## src/rtl/imm_decode_stage.sv

```systemverilog
// imm_decode_stage
// Immediate-generation stage between the fetch buffer and register-read.
// Each instruction is decoded combinationally on entry, and the decoded
// format, immediate and illegal flag are captured together with its PC and
// instruction word. A two-entry buffer (main M, skid K) decouples the sides.
// in_ready is driven from a flop, so the upstream path never sees
// combinational logic from out_ready.

module imm_decode_stage #(
  parameter int XLEN     = 32,
  parameter bit EN_ZICSR = 1'b1
) (
  input  logic            clk,
  input  logic            rst,
  input  logic            flush,
  input  logic            in_valid,
  output logic            in_ready,
  input  logic [31:0]     in_instr,
  input  logic [XLEN-1:0] in_pc,
  output logic            out_valid,
  input  logic            out_ready,
  output logic [31:0]     out_instr,
  output logic [XLEN-1:0] out_pc,
  output logic [XLEN-1:0] out_imm,
  output logic [2:0]      out_fmt,
  output logic            out_illegal
);

  // Format codes presented on out_fmt
  localparam logic [2:0] FMT_NONE = 3'd0;
  localparam logic [2:0] FMT_I    = 3'd1;
  localparam logic [2:0] FMT_S    = 3'd2;
  localparam logic [2:0] FMT_B    = 3'd3;
  localparam logic [2:0] FMT_U    = 3'd4;
  localparam logic [2:0] FMT_J    = 3'd5;
  localparam logic [2:0] FMT_Z    = 3'd6;

  // Base-ISA major opcodes
  localparam logic [6:0] OPC_OP_IMM = 7'b0010011;
  localparam logic [6:0] OPC_LOAD   = 7'b0000011;
  localparam logic [6:0] OPC_JALR   = 7'b1100111;
  localparam logic [6:0] OPC_STORE  = 7'b0100011;
  localparam logic [6:0] OPC_BRANCH = 7'b1100011;
  localparam logic [6:0] OPC_LUI    = 7'b0110111;
  localparam logic [6:0] OPC_AUIPC  = 7'b0010111;
  localparam logic [6:0] OPC_JAL    = 7'b1101111;
  localparam logic [6:0] OPC_SYSTEM = 7'b1110011;
  localparam logic [6:0] OPC_OP     = 7'b0110011;
  localparam logic [6:0] OPC_FENCE  = 7'b0001111;

  // Value held in the output registers after reset: addi x0,x0,0
  localparam logic [31:0] NOP_INSTR = 32'h0000_0013;

  typedef enum logic [1:0] {
    ST_EMPTY = 2'd0,
    ST_ONE   = 2'd1,
    ST_TWO   = 2'd2
  } state_t;

  // One buffered, fully decoded instruction
  typedef struct packed {
    logic [31:0]     instr;
    logic [XLEN-1:0] pc;
    logic [XLEN-1:0] imm;
    logic [2:0]      fmt;
    logic            illegal;
  } entry_t;

  localparam entry_t ENTRY_RESET = '{
    instr:   NOP_INSTR,
    pc:      '0,
    imm:     '0,
    fmt:     FMT_NONE,
    illegal: 1'b0
  };

  state_t state_q, state_d;
  entry_t m_q, m_d;          // main register, drives out_*
  entry_t k_q, k_d;          // skid register, second entry
  logic   in_ready_q, in_ready_d;
  logic   out_valid_q, out_valid_d;

  logic [XLEN-1:0] dec_imm;
  logic [2:0]      dec_fmt;
  logic            dec_illegal;
  entry_t          dec_entry;

  logic accept;
  logic drain;

  // Flush blocks acceptance even while in_ready is high
  assign accept = in_valid && in_ready_q && !flush;
  assign drain  = out_valid_q && out_ready;

  // Decode the incoming word: format, sign/zero-extended immediate, legality.
  // The replication counts fold the sign bit into the extension so the
  // expressions stay valid for both XLEN=32 and XLEN=64.
  always_comb begin
    dec_imm     = '0;
    dec_fmt     = FMT_NONE;
    dec_illegal = 1'b0;
    if (in_instr[1:0] != 2'b11) begin
      dec_illegal = 1'b1;
    end else begin
      case (in_instr[6:0])
        OPC_OP_IMM, OPC_LOAD, OPC_JALR: begin
          dec_fmt = FMT_I;
          dec_imm = {{(XLEN-12){in_instr[31]}}, in_instr[31:20]};
        end
        OPC_STORE: begin
          dec_fmt = FMT_S;
          dec_imm = {{(XLEN-12){in_instr[31]}}, in_instr[31:25], in_instr[11:7]};
        end
        OPC_BRANCH: begin
          dec_fmt = FMT_B;
          dec_imm = {{(XLEN-12){in_instr[31]}}, in_instr[7], in_instr[30:25],
                     in_instr[11:8], 1'b0};
        end
        OPC_LUI, OPC_AUIPC: begin
          dec_fmt = FMT_U;
          dec_imm = {{(XLEN-31){in_instr[31]}}, in_instr[30:12], 12'b0};
        end
        OPC_JAL: begin
          dec_fmt = FMT_J;
          dec_imm = {{(XLEN-20){in_instr[31]}}, in_instr[19:12], in_instr[20],
                     in_instr[30:21], 1'b0};
        end
        OPC_SYSTEM: begin
          // Only the CSR*I forms (funct3[2]=1) carry a zimm; ECALL/EBREAK and
          // register-source CSR ops are legal with no immediate.
          if (EN_ZICSR && in_instr[14]) begin
            dec_fmt = FMT_Z;
            dec_imm = {{(XLEN-5){1'b0}}, in_instr[19:15]};
          end
        end
        OPC_OP, OPC_FENCE: begin
          dec_fmt = FMT_NONE;
        end
        default: begin
          dec_illegal = 1'b1;
        end
      endcase
    end
  end

  assign dec_entry = '{
    instr:   in_instr,
    pc:      in_pc,
    imm:     dec_imm,
    fmt:     dec_fmt,
    illegal: dec_illegal
  };

  // Buffer control: next state plus enables for the M and K data registers.
  // Data registers only change on a load or a K->M shift.
  always_comb begin
    state_d = state_q;
    m_d     = m_q;
    k_d     = k_q;
    if (flush) begin
      state_d = ST_EMPTY;
    end else begin
      case (state_q)
        ST_EMPTY: begin
          if (accept) begin
            state_d = ST_ONE;
            m_d     = dec_entry;
          end
        end
        ST_ONE: begin
          if (accept && drain) begin
            m_d = dec_entry;
          end else if (accept) begin
            state_d = ST_TWO;
            k_d     = dec_entry;
          end else if (drain) begin
            state_d = ST_EMPTY;
          end
        end
        ST_TWO: begin
          // in_ready is low here, so only a drain can happen
          if (drain) begin
            state_d = ST_ONE;
            m_d     = k_q;
          end
        end
        default: begin
          state_d = ST_EMPTY;
        end
      endcase
    end
    in_ready_d  = (state_d != ST_TWO);
    out_valid_d = (state_d != ST_EMPTY);
  end

  // State and data registers; reset takes priority over flush
  always_ff @(posedge clk) begin
    if (rst) begin
      state_q     <= ST_EMPTY;
      in_ready_q  <= 1'b1;
      out_valid_q <= 1'b0;
      m_q         <= ENTRY_RESET;
      k_q         <= ENTRY_RESET;
    end else begin
      state_q     <= state_d;
      in_ready_q  <= in_ready_d;
      out_valid_q <= out_valid_d;
      m_q         <= m_d;
      k_q         <= k_d;
    end
  end

  assign in_ready    = in_ready_q;
  assign out_valid   = out_valid_q;
  assign out_instr   = m_q.instr;
  assign out_pc      = m_q.pc;
  assign out_imm     = m_q.imm;
  assign out_fmt     = m_q.fmt;
  assign out_illegal = m_q.illegal;

endmodule

```

## config.mk

```make
export PLATFORM = sky130hd
export DESIGN_NAME = imm_decode_stage
export DESIGN_NICKNAME = d
export VERILOG_FILES = /design/src/rtl/imm_decode_stage.sv
export SDC_FILE = /design/constraint.sdc
export NUM_CORES = 1
export LEC_CHECK = 0
export ABC_AREA = 1
export CAP_MARGIN = 20
export CORE_UTILIZATION = 47
export DETAILED_ROUTE_END_ITERATION = 10
export PLACE_DENSITY = 0.85
export SLEW_MARGIN = 30
export SYNTH_ARGS = -nofsm -noshare
export SYNTH_HDL_FRONTEND = slang
export SYNTH_SLANG_ARGS = --single-unit
```

## constraint.sdc

```tcl
create_clock -name clk -period 4 [get_ports clk]
set_clock_uncertainty 0.2 [all_clocks]
set_input_delay 0.8 -clock clk [delete_from_list [all_inputs] [get_ports clk]]
set_output_delay 0.8 -clock clk [all_outputs]
set_load 0.1 [all_outputs]
```

Yosys cells after proc, flatten, opt, wreduce, memory -nomap -nowiden
Cells that the tools add are included.
{"block": "totals", "reg_bits": 204, "inputBits": 69, "out_inout_bits": 102}
{"block": "op_classes", "bitwise_logic": 2, "n_eq_ne": 18, "n_reduce_logical": 13, "n_mux": 19}
{"op": "100-bit 2-to-1 mux", "count": 3}
{"op": "100-bit case mux with 3 select lines", "count": 1}
{"op": "32-bit case mux with 6 select lines", "count": 1}
{"op": "32-bit 2-to-1 mux", "count": 1}
{"op": "7-bit equality test, second input constant", "count": 4}
{"op": "7-bit by 6-bit equality test with 1-bit output, second input constant", "count": 3}
{"op": "3-bit case mux with 6 select lines", "count": 1}
{"op": "7-bit by 5-bit equality test with 1-bit output, second input constant", "count": 2}
{"op": "2-bit 2-to-1 mux", "count": 6}
{"op": "11-bit OR reduction", "count": 1}
{"op": "2-bit != test, second input constant", "count": 5}
{"op": "7-bit by 2-bit equality test with 1-bit output, second input constant", "count": 1}
{"op": "7-bit by 4-bit equality test with 1-bit output, second input constant", "count": 1}
{"op": "3-bit 2-to-1 mux", "count": 2}
{"op": "2-bit case mux with 3 select lines", "count": 1}
{"op": "5-bit 2-to-1 mux", "count": 1}
{"op": "5-bit AND reduction", "count": 1}
{"op": "1-bit logical AND", "count": 4}
{"op": "4-bit AND reduction", "count": 1}
{"op": "3-bit nonzero test", "count": 1}
{"op": "3-bit OR reduction", "count": 1}
{"op": "2-bit by 1-bit equality test with 1-bit output, second input constant", "count": 1}
{"op": "2-bit equality test, second input constant", "count": 1}
{"op": "2-bit logical NOT", "count": 1}
{"op": "5 further kinds", "count": 7}

Longest topological paths before layout
{"block": "logic_depth", "word_depth": 7, "depth_mapped": 12}

Worst setup path before layout
Ideal clock, no wire load.
{"block": "synth_path", "kind": "register to register", "startpoint": "reg out_valid_q, in the netlist out_valid", "endpoint": "reg m_q (netlist bit out_pc[31])", "path_slack_ps": 1701, "arrival_ps": 1982, "stages_incl_launch_ff": 8, "t_required_ps": 3683, "cell_sequence": "dfxtp_1 -> nand2_1 -> a21boi_1 -> nand2_2 -> buf_2 -> clkbuf_2 -> o21ai_0 -> nor2_1"}
{"block": "synth_via", "elab_chain_cells": 4, "elab_cells_between_ends": 5}
{"item": "from (decl)", "line_no": "81", "source": "logic out_valid_q, out_valid_d;"}
{"item": "from (signal assigned)", "line_no": "207", "source": "out_valid_q <= out_valid_d;"}
{"item": "1-bit logical AND (*)", "line_no": "93", "source": "assign drain = out_valid_q && out_ready;"}
{"item": "1-bit logical AND", "line_no": "171", "source": "if (accept && drain) begin"}
{"item": "2-bit != test (no line)"}
{"item": "5-bit AND reduction (no line) (*)"}
{"item": "to (signal assigned)", "line_no": "208", "source": "m_q <= m_d;"}
{"item": "to (decl)", "line_no": "78", "source": "entry_t m_q, m_d;"}
Mark *: on every way between the ends. The rest lies on a longest branch, timed or not.
A chain may end at the register's enable or synchronous reset.

Worst setup path in the final report
{"block": "layout_path", "startpoint": "reg m_q (netlist bit out_imm[31])", "endpoint": "out out_imm[31]"}
{"item": "to (decl)", "line_no": "24", "source": "output logic [XLEN-1:0] out_imm,"}
No word-level cell between the ends.

==> summary.md <==
| Metric | Value |
|---|---|
| CP Class | flop to output pin |
| Failing checks | design-rule violations |
| Mapped Area | 8840 µm² |
| Fin crit share | roughly three quarters |
| # clock sinks | about 200 |
| Post-synthesis mux area share | 0% |
| Root Buffer | clkbuf_16 |
| Number of antenna diodes | 0 |
| Fraction of layout cells with a size suffix above 1 | between 5 and 6% |
| Worst skew pair latency | 490 ps |
| Post-Synth XOR/XNOR Area | 0% |
| Top-Level Pins | 171 |
| Max Freq | 327 MHz |
| Register area share after synthesis | 46.2% |
| M1 GR Usage | between 30% and 40% |
| Final hold violation count | 0 |
| Total Power | between 5 and 6 mW |
| Compound-cell area share of the yosys netlist | approximately a quarter |
| Initial antenna violation count | 0 |
| RSZ-0062 raised after global routing | no |
| Grt met3 use | under 10% |
| Remaining DRCs | 13 |
| Largest family of logic cells by synthesized area | compound AO/OA/AOI/OAI gates |
| Footprint of the multi-input gates | between 3000 and 4000 µm² |
| Post-synthesis simple-gate area fraction | 18.6% |
| Nets@finish | between 1000 and 1500 |
| Startpoint types | flop |
| Number of enable flip-flop cells after synthesis | 0 |
| Fill count | ~1500 |
| Post-DRT Antenna Nets | 0 |
| Max stage delay cell, worst path | clkdlybuf4s50_1 |
| Setup TNS | 0 ps |
| Largest cells by area after synthesis | dfxtp_1, o21ai_0, a21oi_1, nand2_1, nor2_1 |
| CP endpoint kind | output pin |
| Leak Pwr | roughly 4.7 nW |
| CTS Hold Bufs | 0 |
| Drt total wl | around 23 mm |
| Yosys cell types | 28 |
| First-pass GRT wire length | between 30 and 40 mm |
| Maxcap violations | 0 |
| Die Span Y | about 140 µm |
| Max-slew violations | 0 |
| Post-synth top area share | a little under half |
| Pwr Density | roughly 450 nW/µm² |
| HP Class | flop to flop |
| Initial Util | slightly below 50% |
| Post-DP HPWL | between 15 and 20 mm |
| PortBufs | 170 |
| VDD IR-drop max | approximately 0.00033 V |
| Worst Tran Pin Value | approximately 1000 ps |
| Area Overhead vs Synth | 27.9% |
| Status | finished with violations |
| Largest net degree at the start of global routing | between 100 and 150 |
| DRT iter0 DRCs | 610 |
| Routed vias | between 8000 and 9000 |
| Max stage delay on crit path | 1160 ps |
| Global routing's busiest layer | met2 |
| CP delay by family, top | buffers and inverters |
| CTS H-Tree Depth | 1 |
| # setup viols final | 0 |
| Clock Path Buffers | 3 |
| Adder-Cell Fraction of Synth Area | 0% |
| Total gr overflow | 0 |
| Crit path buf inv count | 1 |
| WP data arrival | 2060 ps |
| Synth Net Count | 1319 |
| Yosys top cell by area | dfxtp_1 |
| CTS tree | built |
| Asr flop ratio synth | 0% |
| Avg Cell Area, Syn | 7.07 µm² |
| Drt wl/cell | 14.5 µm |
| Post_cts resized | 0 |
| CP required | ~3000 ps |
| Synth Register Bits | around 200 |
| Slew HR | 30.5% |
| Sequential Area | approximately 4000 µm² |
| Clk slew on worst S/H paths | roughly 70 ps |
| Die Width | roughly 140 µm |
| Syn Inst Count | 1250 |
| Post-CTS setup buffer count | 0 |
| Die area | approximately 19000 µm² |
| M2 GR Usage | about two fifths |
| Number of global-route vias before repair | ~7700 |
| Final worst path period need | just over 3000 ps |
| Worst-path cell chain | clkdlybuf4s50_1 |
| Gr usage total | around 23% |
| CORE AREA | 18200 µm² |
| Worst-path fanout max | 2 |
| Ys Warns | 0 |
| 1st-pass router iterations | 9 |
| Num CTS Buffers | 22 |
| Main synth FF type | dfxtp_1 |
| Vias/cell | approximately 5.3 |
| GPL Wtd Cong | 0.885 |
| Site Rows | 49 |
## final cells by class
class,instances,area share (%)
repair buffers,183,16.1
flip-flops and latches,204,36.1
clock buffers,33,5.78
clock inverters,6,0.708
multi-input cells,841,35.0
inverters,110,3.72
well taps,229,2.53
## per-layer routing
metal	up-vias	part of all wire (%)
met2	302	46
met1	3865	44
met3	47	7.7
met4	0	2.6
met5	-	0
li1	4308	-
## cells in the final DEF (no fill, tap or decap), drive strengths merged
cell type / instances
o21a: 8
o21bai: 25
a21oi: 140
dfxtp: 204
nand3b: 1
a21boi: 1
or2: 1
clkbuf: 33
a21o: 1
clkinv: 4
nand3: 50
nand2: 194
nand4: 2
o21ai: 253
a31oi: 2
buf: 16
o211ai: 6
bufinv: 2
inv: 110
nor2: 157
clkdlybuf4s50: 167
## power breakdown
| group | leakage, nW | total (mW) | internal [mW] | switching, mW |
|---|---|---|---|---|
| Combinational | 2.72 | 0.883 | 0.237 | 0.647 |
| Sequential | 1.66 | 2.14 | 2.11 | 0.0371 |
| Clock | 0.363 | 2.04 | 1.25 | 0.790 |
## Yosys cell counts (all sizes together), types with 2 or more instances
cell / number
nand4: 2
o21bai: 25
dfxtp: 204
o211ai: 6
nand3: 50
inv: 110
nand2: 194
nor2: 157
buf: 35
a21oi: 140
a31oi: 2
o21ai: 253
clkbuf: 60
o21a: 8
## stage by stage
stage / instances / setup WS, ps / hold slack (ps) / utilization (%) / area (µm²)
after floorplan: 1250 / 1700 / 225 / - / 8840
after global placement: 1567 / 996 / 231 / 58.1 / 10600
after detailed placement: 1567 / 913 / 238 / 58.1 / 10600
after CTS: 1606 / 954 / 247 / 62.2 / 11300
after global routing: 1606 / 926 / 260 / 62.1 / 11300
final: 1606 / 942 / 244 / 62.1 / 11300
## sequential cells by signal, summed over array words and instances (netlist names)
signal       flops
in_ready         1
k_q            100
out_fmt          3
out_illegal      1
out_imm         32
out_instr       32
out_pc          32
out_valid        1
state_q          2
## path summary, 6_finish.rpt
| check | start | end | slack, ps | depth (start not counted) |
|---|---|---|---|---|
| setup reg to reg | in_ready | out_pc[23] | 1880 | 9 |
| hold / removal | k_q[79] | k_q[79] | 240 | 2 |
| setup / recovery | out_imm[31] | out_imm[31] | 940 | 1 |
| hold reg to reg | k_q[79] | k_q[79] | 240 | 2 |
## cell families after synthesis
| group | count (synthesis) |
|---|---|
| compound gates | 436 |
| buf+inv | 205 |
| flops | 204 |
| simple gates | 405 |
No activity file was read; power rests on OpenSTA's default activity.
